### src/rtl/hazard_stall_controller_if.sv
// rtl/hazard_stall_controller_if.sv - hazard/stall controller signal bundle
interface hazard_stall_controller_if #(
  parameter int CNT_W = 16
);
  logic [4:0]       i_id_rs1;
  logic [4:0]       i_id_rs2;
  logic             i_id_uses_rs1;
  logic             i_id_uses_rs2;
  logic             i_ex_MemRead;
  logic [4:0]       i_ex_rd;
  logic             i_branch_taken;
  logic             i_dmem_req;
  logic             i_dmem_ready;
  logic             o_pc_write;
  logic             o_ifid_write;
  logic             o_ctrl_bubble;
  logic             o_ifid_flush;
  logic             o_idex_flush;
  logic             o_pipe_hold;
  logic             o_mem_err;
  logic [CNT_W-1:0] o_stall_cnt;
  logic [1:0]       o_state;

  modport slave (
    input  i_id_rs1, i_id_rs2, i_id_uses_rs1, i_id_uses_rs2, i_ex_MemRead, i_ex_rd,
           i_branch_taken, i_dmem_req, i_dmem_ready,
    output o_pc_write, o_ifid_write, o_ctrl_bubble, o_ifid_flush, o_idex_flush,
           o_pipe_hold, o_mem_err, o_stall_cnt, o_state
  );

  modport master (
    output i_id_rs1, i_id_rs2, i_id_uses_rs1, i_id_uses_rs2, i_ex_MemRead, i_ex_rd,
           i_branch_taken, i_dmem_req, i_dmem_ready,
    input  o_pc_write, o_ifid_write, o_ctrl_bubble, o_ifid_flush, o_idex_flush,
           o_pipe_hold, o_mem_err, o_stall_cnt, o_state
  );
endinterface

### src/rtl/hazard_stall_controller.sv
// rtl/hazard_stall_controller.sv - pipeline stall/flush sequencer
module hazard_stall_controller #(
  parameter int FLUSH_CYCLES = 1,
  parameter int MEM_TIMEOUT  = 255,
  parameter int CNT_W        = 16
) (
  input logic                      clk,
  input logic                      rst,
  hazard_stall_controller_if.slave bus
);
  typedef enum logic [1:0] {
    S_RUN      = 2'd0,
    S_MEM_WAIT = 2'd1,
    S_FLUSH    = 2'd2
  } state_t;

  localparam logic [3:0]  FLUSH_RELOAD = 4'(FLUSH_CYCLES - 1);
  localparam logic [16:0] TIMEOUT      = 17'(MEM_TIMEOUT);

  state_t           state_q, state_d;
  logic [3:0]       flush_q, flush_d;
  logic [15:0]      wait_q, wait_d;
  logic             err_q, err_d;
  logic [CNT_W-1:0] cnt_q, cnt_d;

  logic        luh;
  logic [16:0] wait_inc;
  logic        pc_write, ifid_write, ctrl_bubble, ifid_flush, idex_flush, pipe_hold;

  always_ff @(posedge clk or posedge rst) begin
    if (rst) begin
      state_q <= S_RUN;
      flush_q <= '0;
      wait_q  <= '0;
      err_q   <= 1'b0;
      cnt_q   <= '0;
    end else begin
      state_q <= state_d;
      flush_q <= flush_d;
      wait_q  <= wait_d;
      err_q   <= err_d;
      cnt_q   <= cnt_d;
    end
  end

  always_comb begin
    state_d     = state_q;
    flush_d     = flush_q;
    wait_d      = wait_q;
    err_d       = 1'b0;
    pc_write    = 1'b1;
    ifid_write  = 1'b1;
    ctrl_bubble = 1'b0;
    ifid_flush  = 1'b0;
    idex_flush  = 1'b0;
    pipe_hold   = 1'b0;
    wait_inc    = {1'b0, wait_q} + 17'd1;
    luh = bus.i_ex_MemRead && (bus.i_ex_rd != 5'd0) &&
          ((bus.i_id_uses_rs1 && (bus.i_id_rs1 == bus.i_ex_rd)) ||
           (bus.i_id_uses_rs2 && (bus.i_id_rs2 == bus.i_ex_rd)));

    case (state_q)
      S_RUN: begin
        if (bus.i_branch_taken) begin
          ifid_flush  = 1'b1;
          idex_flush  = 1'b1;
          ctrl_bubble = 1'b1;
          if (FLUSH_CYCLES > 1) begin
            flush_d = FLUSH_RELOAD;
            state_d = S_FLUSH;
          end
        end else if (bus.i_dmem_req && !bus.i_dmem_ready) begin
          // Memory stall freezes the back end instead of injecting a bubble
          pc_write   = 1'b0;
          ifid_write = 1'b0;
          pipe_hold  = 1'b1;
          wait_d     = 16'd1;
          state_d    = S_MEM_WAIT;
        end else if (luh) begin
          pc_write    = 1'b0;
          ifid_write  = 1'b0;
          ctrl_bubble = 1'b1;
        end
      end
      S_MEM_WAIT: begin
        if (bus.i_dmem_ready) begin
          wait_d  = '0;
          state_d = S_RUN;
        end else begin
          pc_write   = 1'b0;
          ifid_write = 1'b0;
          pipe_hold  = 1'b1;
          wait_d     = wait_inc[15:0];
          if (wait_inc >= TIMEOUT) begin
            wait_d  = '0;
            err_d   = 1'b1;
            state_d = S_RUN;
          end
        end
      end
      S_FLUSH: begin
        ifid_flush  = 1'b1;
        idex_flush  = 1'b1;
        ctrl_bubble = 1'b1;
        if (bus.i_branch_taken) begin
          flush_d = FLUSH_RELOAD;
        end else if (flush_q <= 4'd1) begin
          flush_d = '0;
          state_d = S_RUN;
        end else begin
          flush_d = flush_q - 4'd1;
        end
      end
      default: state_d = S_RUN;
    endcase

    cnt_d = (!pc_write && (cnt_q != {CNT_W{1'b1}})) ? cnt_q + CNT_W'(1) : cnt_q;

    // Safe values while reset holds the pipeline
    if (rst) begin
      pc_write    = 1'b0;
      ifid_write  = 1'b0;
      ctrl_bubble = 1'b1;
      ifid_flush  = 1'b0;
      idex_flush  = 1'b0;
      pipe_hold   = 1'b0;
    end
  end

  assign bus.o_pc_write    = pc_write;
  assign bus.o_ifid_write  = ifid_write;
  assign bus.o_ctrl_bubble = ctrl_bubble;
  assign bus.o_ifid_flush  = ifid_flush;
  assign bus.o_idex_flush  = idex_flush;
  assign bus.o_pipe_hold   = pipe_hold;
  assign bus.o_mem_err     = err_q;
  assign bus.o_stall_cnt   = cnt_q;
  assign bus.o_state       = state_q;
endmodule

### src/flat_wrapper.sv
// flat-port wrapper written by rule: the top's interface ports become plain ports
module hazard_stall_controller_flat 
#(
  parameter int FLUSH_CYCLES = 1,
  parameter int MEM_TIMEOUT  = 255,
  parameter int CNT_W        = 16
)
  (clk, rst, bus_i_id_rs1, bus_i_id_rs2, bus_i_id_uses_rs1, bus_i_id_uses_rs2, bus_i_ex_MemRead, bus_i_ex_rd, bus_i_branch_taken, bus_i_dmem_req, bus_i_dmem_ready, bus_o_pc_write, bus_o_ifid_write, bus_o_ctrl_bubble, bus_o_ifid_flush, bus_o_idex_flush, bus_o_pipe_hold, bus_o_mem_err, bus_o_stall_cnt, bus_o_state);
  hazard_stall_controller_if #(.CNT_W(CNT_W)) bus_i ();
  input logic clk;
  input logic rst;
  input wire logic [$bits(bus_i.i_id_rs1)-1:0] bus_i_id_rs1;
  input wire logic [$bits(bus_i.i_id_rs2)-1:0] bus_i_id_rs2;
  input wire logic [$bits(bus_i.i_id_uses_rs1)-1:0] bus_i_id_uses_rs1;
  input wire logic [$bits(bus_i.i_id_uses_rs2)-1:0] bus_i_id_uses_rs2;
  input wire logic [$bits(bus_i.i_ex_MemRead)-1:0] bus_i_ex_MemRead;
  input wire logic [$bits(bus_i.i_ex_rd)-1:0] bus_i_ex_rd;
  input wire logic [$bits(bus_i.i_branch_taken)-1:0] bus_i_branch_taken;
  input wire logic [$bits(bus_i.i_dmem_req)-1:0] bus_i_dmem_req;
  input wire logic [$bits(bus_i.i_dmem_ready)-1:0] bus_i_dmem_ready;
  output wire logic [$bits(bus_i.o_pc_write)-1:0] bus_o_pc_write;
  output wire logic [$bits(bus_i.o_ifid_write)-1:0] bus_o_ifid_write;
  output wire logic [$bits(bus_i.o_ctrl_bubble)-1:0] bus_o_ctrl_bubble;
  output wire logic [$bits(bus_i.o_ifid_flush)-1:0] bus_o_ifid_flush;
  output wire logic [$bits(bus_i.o_idex_flush)-1:0] bus_o_idex_flush;
  output wire logic [$bits(bus_i.o_pipe_hold)-1:0] bus_o_pipe_hold;
  output wire logic [$bits(bus_i.o_mem_err)-1:0] bus_o_mem_err;
  output wire logic [$bits(bus_i.o_stall_cnt)-1:0] bus_o_stall_cnt;
  output wire logic [$bits(bus_i.o_state)-1:0] bus_o_state;
  assign bus_i.i_id_rs1 = bus_i_id_rs1;
  assign bus_i.i_id_rs2 = bus_i_id_rs2;
  assign bus_i.i_id_uses_rs1 = bus_i_id_uses_rs1;
  assign bus_i.i_id_uses_rs2 = bus_i_id_uses_rs2;
  assign bus_i.i_ex_MemRead = bus_i_ex_MemRead;
  assign bus_i.i_ex_rd = bus_i_ex_rd;
  assign bus_i.i_branch_taken = bus_i_branch_taken;
  assign bus_i.i_dmem_req = bus_i_dmem_req;
  assign bus_i.i_dmem_ready = bus_i_dmem_ready;
  assign bus_o_pc_write = bus_i.o_pc_write;
  assign bus_o_ifid_write = bus_i.o_ifid_write;
  assign bus_o_ctrl_bubble = bus_i.o_ctrl_bubble;
  assign bus_o_ifid_flush = bus_i.o_ifid_flush;
  assign bus_o_idex_flush = bus_i.o_idex_flush;
  assign bus_o_pipe_hold = bus_i.o_pipe_hold;
  assign bus_o_mem_err = bus_i.o_mem_err;
  assign bus_o_stall_cnt = bus_i.o_stall_cnt;
  assign bus_o_state = bus_i.o_state;
  hazard_stall_controller #(.FLUSH_CYCLES(FLUSH_CYCLES), .MEM_TIMEOUT(MEM_TIMEOUT), .CNT_W(CNT_W)) u_core (.clk(clk), .rst(rst), .bus(bus_i));
endmodule
### config.mk
export PLATFORM = sky130hd
export DESIGN_NAME = hazard_stall_controller_flat
export DESIGN_NICKNAME = d
export VERILOG_FILES = /design/src/rtl/hazard_stall_controller_if.sv /design/src/rtl/hazard_stall_controller.sv /design/src/flat_wrapper.sv
export SDC_FILE = /design/constraint.sdc
export NUM_CORES = 1
export LEC_CHECK = 0
export CAP_MARGIN = 20
export CORE_MARGIN = 2
export CORE_UTILIZATION = 35
export CTS_CLUSTER_SIZE = 14
export DETAILED_ROUTE_END_ITERATION = 16
export GPL_ROUTABILITY_DRIVEN = 0
export PLACE_DENSITY_LB_ADDON = 0.1
export SKIP_CTS_REPAIR_TIMING = 1
export SYNTH_ARGS = -nofsm -noshare
export SYNTH_HDL_FRONTEND = slang
export SYNTH_SLANG_ARGS = --single-unit
### constraint.sdc
create_clock -name clk -period 4.2 [get_ports clk]
set_clock_uncertainty 0.1 [all_clocks]
set_input_delay 0.84 -clock clk [delete_from_list [all_inputs] [get_ports clk]]
set_output_delay 0.84 -clock clk [all_outputs]
set_load 0.05 [all_outputs]
==> reports/results.tsv <==
metric	value	unit
CP arrival	2.84	ns
sequential share of the synthesized area	41.8	%
number of cell rows	27	
peak supply drop	0.307	mV
root buffer cell	clkbuf_8	
Slew HR	63.0	%
post-place setup slack	0.427	ns
Synth Net Count	247	
Max-Cap Viols	0	
Worst Path Required	3.26	ns
Yosys cell types	47	
Die ar.	6440	sq um
largest net degree at the start of global routing	35	
Hold Vio Cnt, Final	0	
fin. max-slew vios	0	
CP Launch Type	primary input	
Critical Path Sink Type	output pin	
Fill cells	535	
Lkg Pwr	1.16	nW
gr ovfl total	0	
WS Path Type	in -> out	
fin nets	296	
adder-cell share of the synthesized area	1.85	%
largest area contributor in the netlist	dfrtp_1	
count leader, synth	dfrtp_1	
status	complete, no violations	
fin crit share	89.9	%
worst setup margin	0.425	ns
Sink Count	34	
Post-route DRC	0	
clk slew on worst S/H paths	0.07	ns
most frequent CP cell	clkdlybuf4s50_1	
Via density	5.06	
Placed Instances	335	
endpoints failing setup	0	
DRT Wirelength	4.38	mm
CP max stage cell	clkdlybuf4s50_1	
final antenna-violating net count	0	
antenna cells	0	
effective utilization at floorplan	36.5	%
vias in the first global route	1665	
post-synthesis compound-gate area fraction	12.3	%
drt wl/cell	12.8	um
Post-DP Area	2590	sq um
DRT Pass-1 Iters	4	
Worst Max-Slew Pin Slew	0.551	ns
pwr/cell area	397	nW/um^2
DP Wirelength	3.27	mm
die extent in y	80.2	um
Non-Filler Instances	343	
Final Cell Area	2730	sq um
worst hold path type	reg -> reg	
slowest cell delay on critical path	0.81	ns
I/O Pins	48	
Yosys reg bits	34	
Async S/R FF share, synth	100	%
proportion of synthesized area in mux cells	1.05	%
H-Tree Depth	2	
DR iter-0 viols	89	
Post-synth EDFFs	0	
CTS Buf Count	5	
overall power	0.00108	W
first-pass GRT wire length	7.58	mm
area fraction of the dominant cell type after synthesis	41.8	%
crit path max fanout	4	
Main synth FF type	dfrtp_1	
yosys warns	0	
largest cells by area after synthesis	dfrtp_1 (42%), xor2_1 (6.9%), xnor2_1 (4.7%)	
setup_tns	0	ns
Synth Area in XOR/XNOR	11.6	%
Simple-Gate Fraction of Synth Area	27.0	%
Area growth, synth to finish	34.1	%
core box area	5570	sq um
RSZ-0062 raised after global routing	no	
Cells after Synth	221	
Die X	80.2	um
largest family of logic cells by synthesized area	simple AND/OR/NAND/NOR gates	
clock latency on the worst-skew pair	0.28	ns
Total GRT Usage	15.2	%
Clock Tree Buf Depth	2	
Post-Syn Area per Cell	9.21	sq um
crit-path cells	clkdlybuf4s50_1, nand2b_1, nor2b_1, or2_2, nor2_1, clkdlybuf4s50_1	
port bufs	46	
top post-synthesis cells by count	dfrtp_1 (34), nand2_1 (19), nor2_1 (19), xor2_1 (16), nand3_1 (13)	
layout cells sized above 1	8.12	%
flip-flop and latch area	851	sq um
Fmax	0.265	GHz
via count	1734	
Netlist Area Pre-Place	2030	sq um
TritonCTS clock tree	yes	
Period minus WS final	3.78	ns
antenna violations before repair	0	
multi-input logic area	1100	sq um
-- layout make-up --
| type | instances | area share, % |
|---|---|---|
| flip-flops and latches | 34 | 31.2 |
| clock inverters | 3 | 2.52 |
| multi-input cells | 171 | 40.3 |
| repair buffers | 50 | 19.1 |
| clock buffers | 5 | 2.52 |
| well taps | 72 | 3.30 |
| inverters | 8 | 1.10 |
-- sequential cells by signal, summed over array words and instances (netlist names) --
signal / count
u_core.wait_q: 16
u_core.bus.o_stall_cnt: 16
u_core.bus.o_state: 1
u_core.bus.o_mem_err: 1
-- cells in the final DEF, fill, tap and decap left out, types with 2 or more instances in the layout --
| cell type | synthesis | routed |
|---|---|---|
| clkdlybuf4s50_1 | 0 | 43 |
| dfrtp_1 | 34 | 34 |
| nor2_1 | 19 | 19 |
| nand2_1 | 19 | 19 |
| xor2_1 | 16 | 16 |
| nand3_1 | 13 | 13 |
| xnor2_1 | 11 | 11 |
| nand4_1 | 9 | 9 |
| inv_1 | 8 | 8 |
| nor3_1 | 8 | 8 |
| and2_1 | 8 | 8 |
| o21ai_0 | 7 | 7 |
| a21oi_1 | 6 | 6 |
| nor4_1 | 5 | 5 |
| and3_1 | 5 | 5 |
| clkbuf_8 | 0 | 5 |
| or3_1 | 4 | 4 |
| buf_4 | 4 | 4 |
| nor3b_1 | 3 | 3 |
| a21o_1 | 3 | 3 |
| ha_1 | 3 | 3 |
| buf_12 | 0 | 3 |
| nand2b_1 | 2 | 2 |
| or4_1 | 2 | 2 |
| and4_1 | 2 | 2 |
| o211ai_1 | 2 | 2 |
| a2111o_1 | 2 | 2 |
| a221o_2 | 2 | 2 |
| o31ai_1 | 2 | 2 |
| bufinv_16 | 0 | 2 |
-- per-layer routing --
| layer | wire, um | GRT usage [%] |
|---|---|---|
| met1 | 2190 | 20.6 |
| met2 | 1910 | 22.8 |
| met3 | 254 | 5.28 |
| met4 | 31 | 4.41 |
| met5 | 0 | 0 |
-- report_power, final --
group / switching [W] / internal, W
clock network: 0.000124 / 0.000238
logic: 0.000185 / 0.000121
registers: 0.0000555 / 0.000359
total: 0.000365 / 0.000719
-- critical path, delay by kind of cell --
family | cells | cell delay, ns
buffers and inverters | 2 | 1.26
AND/OR/NAND/NOR | 4 | 0.73
-- stage by stage --
step	hold slack, ns	utilization, %
floorplan	0.376	-
global placement	0.379	46.5
detailed placement	0.389	46.5
CTS	0.399	48.9
global route	0.419	48.9
finish	0.396	48.9
-- path summary, 6_finish.rpt --
check                                           from                         to  slack (ns)  depth (start not counted)
min reg2reg                u_core.bus.o_stall_cnt[8]  u_core.bus.o_stall_cnt[8]        0.40                          1
min in group asynchronous                        rst           u_core.wait_q[5]        0.98                          3
min                        u_core.bus.o_stall_cnt[8]  u_core.bus.o_stall_cnt[8]        0.40                          1
max reg2reg                         u_core.wait_q[0]           u_core.wait_q[2]        1.45                          8
max                               bus_i_branch_taken            bus_o_pipe_hold        0.42                          6
max in group asynchronous                        rst           u_core.wait_q[1]        2.72                          3
-- kinds of logic (layout without fill, tap and decap cells) --
logic type	after synthesis	after routing
AO/OA/AOI/OAI	34	34
XOR/XNOR	27	27
adder cells (fa/ha/maj)	3	3
other	1	1
AND/OR/NAND/NOR	104	104
multiplexers	2	2
buffers and inverters	16	66
flip-flops	34	34
Note: power is estimated with default switching activity, not from simulation.
